File: config.mk
export PLATFORM = sky130hd
export DESIGN_NAME = jtcop_gfx_romrsp
export DESIGN_NICKNAME = d
export VERILOG_FILES = /design/src/rtl/jtcop_gfx_romrsp.sv
export SDC_FILE = /design/constraint.sdc
export NUM_CORES = 1
export LEC_CHECK = 0
export CORE_MARGIN = 3
export CORE_UTILIZATION = 50
export CTS_CLUSTER_DIAMETER = 60
export DETAILED_ROUTE_END_ITERATION = 10
export HOLD_SLACK_MARGIN = 0.12
export PLACE_DENSITY = 0.81
export SYNTH_ARGS = -nofsm -noshare
export SYNTH_HDL_FRONTEND = slang
export SYNTH_SLANG_ARGS = --single-unit
File: constraint.sdc
create_clock -name clk -period 3.7 [get_ports clk]
set_input_delay 0.925 -clock clk [delete_from_list [all_inputs] [get_ports clk]]
set_output_delay 0.925 -clock clk [all_outputs]
set_load 0.005 [all_outputs]
File: src/rtl/jtcop_gfx_romrsp.sv
`default_nettype none
// ============================================================================
// Module   : jtcop_gfx_romrsp
// Brief    : Three-slot tile ROM responder with a one-entry cache per slot,
//            refilled from a 16-bit SDRAM bank via round-robin arbitration.
// Revision : 1.0 - initial release
// ============================================================================
module jtcop_gfx_romrsp #(
    parameter int             AW      = 17,
    parameter int             SAW     = 22,
    parameter logic [SAW-1:0] OFFSET0 = 22'h0,
    parameter logic [SAW-1:0] OFFSET1 = 22'h40000,
    parameter logic [SAW-1:0] OFFSET2 = 22'h80000
) (
    input  logic           clk,
    input  logic           rst,
    input  logic           slot0_cs,
    input  logic [AW-1:0]  slot0_addr,
    output logic [31:0]    slot0_dout,
    output logic           slot0_ok,
    input  logic           slot1_cs,
    input  logic [AW-1:0]  slot1_addr,
    output logic [31:0]    slot1_dout,
    output logic           slot1_ok,
    input  logic           slot2_cs,
    input  logic [AW-1:0]  slot2_addr,
    output logic [31:0]    slot2_dout,
    output logic           slot2_ok,
    output logic           sdram_req,
    output logic [SAW-1:0] sdram_addr,
    input  logic           sdram_ack,
    input  logic           data_rdy,
    input  logic [15:0]    data_read
);

    localparam logic [1:0] S_IDLE = 2'd0;
    localparam logic [1:0] S_REQ  = 2'd1;
    localparam logic [1:0] S_W0   = 2'd2;
    localparam logic [1:0] S_W1   = 2'd3;

    logic [2:0]     w_cs;
    logic [AW-1:0]  w_addr [3];
    logic [AW-1:0]  r_tag  [3];
    logic [31:0]    r_data [3];
    logic [2:0]     r_valid, r_ok, w_hit, w_miss;

    logic [1:0]     r_state, w_state_nxt;
    logic [1:0]     r_ptr, r_slot, w_c1, w_c2, w_c3, w_pick;
    logic           w_any;
    logic [AW-1:0]  r_addr;
    logic [15:0]    r_low;
    logic           r_req;
    logic [SAW-1:0] r_sdaddr, w_base, w_sdaddr_nxt;

    assign w_cs      = {slot2_cs, slot1_cs, slot0_cs};
    assign w_addr[0] = slot0_addr;
    assign w_addr[1] = slot1_addr;
    assign w_addr[2] = slot2_addr;

    // Hit compares against the tag as it stands this cycle, so a refill
    // landing now only shows up as ok on the following clock.
    generate
        for (genvar i = 0; i < 3; i++) begin : g_slot
            assign w_hit[i]  = w_cs[i] & r_valid[i] & (w_addr[i] == r_tag[i]);
            assign w_miss[i] = w_cs[i] & ~w_hit[i];
        end
    endgenerate

    function automatic logic [1:0] f_next(input logic [1:0] s);
        return (s == 2'd2) ? 2'd0 : s + 2'd1;
    endfunction

    // Round-robin: search starts at the slot after the last one served.
    always_comb begin
        w_c1  = f_next(r_ptr);
        w_c2  = f_next(w_c1);
        w_c3  = f_next(w_c2);
        w_any = |w_miss;
        if (w_miss[w_c1])      w_pick = w_c1;
        else if (w_miss[w_c2]) w_pick = w_c2;
        else                   w_pick = w_c3;
        case (w_pick)
            2'd0:    w_base = OFFSET0;
            2'd1:    w_base = OFFSET1;
            default: w_base = OFFSET2;
        endcase
        w_sdaddr_nxt = w_base + SAW'({w_addr[w_pick], 1'b0});
    end

    always_comb begin
        w_state_nxt = r_state;
        case (r_state)
            S_IDLE:  if (w_any)     w_state_nxt = S_REQ;
            S_REQ:   if (sdram_ack) w_state_nxt = data_rdy ? S_W1 : S_W0;
            S_W0:    if (data_rdy)  w_state_nxt = S_W1;
            S_W1:    if (data_rdy)  w_state_nxt = S_IDLE;
            default:                w_state_nxt = S_IDLE;
        endcase
    end

    always_ff @(posedge clk) begin
        if (rst) r_state <= S_IDLE;
        else     r_state <= w_state_nxt;
    end

    always_ff @(posedge clk) begin
        if (rst) begin
            r_valid  <= '0;
            r_ok     <= '0;
            r_ptr    <= 2'd2;
            r_slot   <= 2'd0;
            r_addr   <= '0;
            r_low    <= '0;
            r_req    <= 1'b0;
            r_sdaddr <= '0;
            for (int i = 0; i < 3; i++) begin
                r_tag[i]  <= '0;
                r_data[i] <= '0;
            end
        end else begin
            r_ok <= w_hit;
            case (r_state)
                S_IDLE: if (w_any) begin
                    r_slot   <= w_pick;
                    r_addr   <= w_addr[w_pick];
                    r_ptr    <= w_pick;
                    r_req    <= 1'b1;
                    r_sdaddr <= w_sdaddr_nxt;
                end
                S_REQ: if (sdram_ack) begin
                    r_req <= 1'b0;
                    if (data_rdy) r_low <= data_read;
                end
                S_W0: if (data_rdy) r_low <= data_read;
                S_W1: if (data_rdy) begin
                    r_tag[r_slot]   <= r_addr;
                    r_data[r_slot]  <= {data_read, r_low};
                    r_valid[r_slot] <= 1'b1;
                end
                default: ;
            endcase
        end
    end

    assign slot0_ok   = r_ok[0];
    assign slot1_ok   = r_ok[1];
    assign slot2_ok   = r_ok[2];
    assign slot0_dout = r_data[0];
    assign slot1_dout = r_data[1];
    assign slot2_dout = r_data[2];
    assign sdram_req  = r_req;
    assign sdram_addr = r_sdaddr;

endmodule
`default_nettype wire
==> run metrics <==
Avg Cell Area, Syn=~13 sq um; CP max stage delay=between 0.4 and 0.5 ns; I/O pin cnt=just under 200; final WL=22200 um; Clk pwr share=0.313; combinational power share=0.217; DRC violations left=1; GRT Overall Usage=0.244; RSZ-0062 raised after global routing=no; top cell type's share of synthesized area=0.532; CTS resizes=0; min Tclk post-route=3.14 ns; f_max=318 MHz; leading cell type in the layout, fill and taps excluded=clkdlybuf4s50_1; CP top delay family=simple AND/OR/NAND/NOR gates; clk root buf=clkbuf_16; Max-Cap Viols=0; ANT cells=0; Core Rows=46; Initial DRC Count=610; WP buf/inv=2; CTS tree=done; crit path max fanout=17; clock sink count=194; critical path type=primary input to flop; clock latency at the later pin of the worst-skew pair=0.44 ns; P_leak=4.11 nW; post-synth top area cell=edfxtp_1; Detail Route Antenna Nets=0; Max Slew Vio Count=0; Critical Path End Type=flop; most frequent cells in the layout=192 x clkdlybuf4s50_1, 147 x edfxtp_1, 114 x and2_1; Synth Warn #=0; drt first pass iters=8; P&R area growth vs syn=34.3%; largest net degree at the start of global routing=about 50; Synth cell types=49; first-pass GRT wire length=about 34000 um; Net Sw Frac=0.296; Final Wtd Congestion=0.937; endpoints failing hold=0; wire per inst=21.0 um; Cell Pwr Density=507 nW/um^2; data required time at the worst endpoint=4.00 ns; final setup margin=0.558 ns; initial antenna violation count=0; slowest cell on the critical path=clkdlybuf4s50_1; proportion of layout cells with a drive suffix above 1=0.0926; P_int=0.00397 W; area of the mapped netlist=8290 sq um; Design Area, Final=11100 sq um; Mapped Cells=631; violated checks=DRC; Peak VDD IR=about 0.34 mV; synth top area cells=edfxtp_1 53%, dfxtp_1 11%, and2_1 8.6%; GRT overflow=0; pre-CTS setup slack=0.214 ns; hpwl dp=15800 um; Post-CTS Setup Bufs=0; # port buffers=192; fillcell total=1087; DP Area=10600 sq um; Die Y=135 um; width of the die=135 um; Slew @ Worst Pin=0.792 ns; CTS clk-pin slew, worst paths=0.07 ns; worst-case clock buffer depth=2; fin crit share=0.849; die area=18200 sq um; core box area=16100 sq um; flops & latches, synth=194; post-synthesis sequential area ratio=0.646; Psw=0.00167 W; Hold Crit Class=flop to flop; Worst Clk Skew=around 0.013 ns; outcome=complete, but fails checks; Seq pwr share=0.470; relative slew slack=0.471; setup TNS=0 ns; vias in the first global route=a little under 6000; H-tree depth=4; Starting Density=0.516; Post-CTS Hold Buffers=0; CTS buffer count=17; crit path cell chain=clkdlybuf4s50_1, xor2_1, nor4_1, nand4_1, o21a_4, nor3_1, or2_1, buf_12, o221ai_1; nets=907; critical path arrival=3.44 ns; CP startpoint kind=primary input; DR vias/cell=5.62; final setup fails=0; via count=5947
## cells by family (layout without fill, tap and decap cells)
kind of cell	Yosys count	after routing	synth area share
DFF	194	194	0.646
adders and majority gates	4	4	0.00604
buffers and inverters	60	269	0.0321
xor gates and xnor gates	51	51	0.0539
AOI/OAI and AO/OA	64	64	0.0740
muxes	17	17	0.0205
and+or+nand+nor	240	240	0.167
other	1	3	0.000452
## state kept, by name, indices dropped and copies added (netlist names)
name / count
sdram_addr: 3
r_addr: 16
r_state: 2
r_data: 96
r_valid: 3
r_tag: 51
sdram_req: 1
r_ok: 3
r_ptr: 2
r_slot: 1
r_low: 16
## power groups by stage
stage,combinational [W],sequential [W],clock [W]
after floorplan,0.000616,0.00267,0
after global placement,0.00118,0.00268,0
after detailed placement,0.00121,0.00269,0
after CTS,0.00122,0.00265,0.00178
after global routing,0.00131,0.00267,0.00186
final,0.00123,0.00265,0.00177
## synth_stat cells, drive strengths merged
cell type / instances
o21ai: 5
nand3: 6
dfxtp: 47
a21o: 4
nand2: 31
nand4: 8
a31oi: 1
a221oi: 1
a22oi: 17
nor4b: 1
a21oi: 6
o21a: 1
nor2: 20
nand2b: 1
conb: 1
a21boi: 2
o211ai: 1
a2111oi: 2
o32ai: 1
buf: 11
nor3b: 1
mux2i: 17
xor2: 29
xnor2: 22
a211oi: 2
clkbuf: 25
or2: 4
inv: 23
and2: 114
nor3: 6
nor2b: 1
o22ai: 1
a21bo: 1
a32o: 1
nor4: 44
edfxtp: 147
and3: 3
o31ai: 1
clkinv: 1
ha: 4
o221ai: 17
## worst paths after layout
| check | from | end | slack (ns) | depth (start not counted) |
|---|---|---|---|---|
| setup / recovery | slot1_addr[12] | r_addr[15]$_SDFFE_PP0P_ | 0.56 | 9 |
| hold / removal | r_valid[1]$_SDFFE_PP0P_ | r_valid[1]$_SDFFE_PP0P_ | 0.47 | 1 |
| setup reg to reg | r_tag[1][3]$_SDFFCE_PN0P_ | r_addr[15]$_SDFFE_PP0P_ | 1.15 | 8 |
| hold reg to reg | r_valid[1]$_SDFFE_PP0P_ | r_valid[1]$_SDFFE_PP0P_ | 0.47 | 1 |
## cell type report
class | count | area [sq um] | area share
flip-flops and latches | 194 | 5360 | 0.481
multi-input cells | 379 | 2700 | 0.242
repair buffers | 213 | 2150 | 0.193
clock buffers | 18 | 429 | 0.0385
well taps | 216 | 270 | 0.0243
clock inverters | 14 | 141 | 0.0127
inverters | 24 | 90.1 | 0.00809
## routing by layer
metal	vias up	GRT usage	share of wire
li1	2686	-	-
met1	2967	0.321	0.42
met2	257	0.406	0.50
met3	37	0.0484	0.060
met4	0	0.0882	0.024
met5	-	0	0
## per-stage QoR
step	instances	hold WS (ns)	power, W	util
2_1_floorplan	633	0.426	0.00329	-
3_3_place_gp	1026	0.452	0.00386	0.658
3_5_place_dp	1026	0.455	0.00390	0.658
4_1_cts	1058	0.472	0.00565	0.693
5_1_grt	1058	0.488	0.00584	0.693
6_report	1058	0.470	0.00564	0.693
Note: power is estimated with default switching activity, not from simulation.
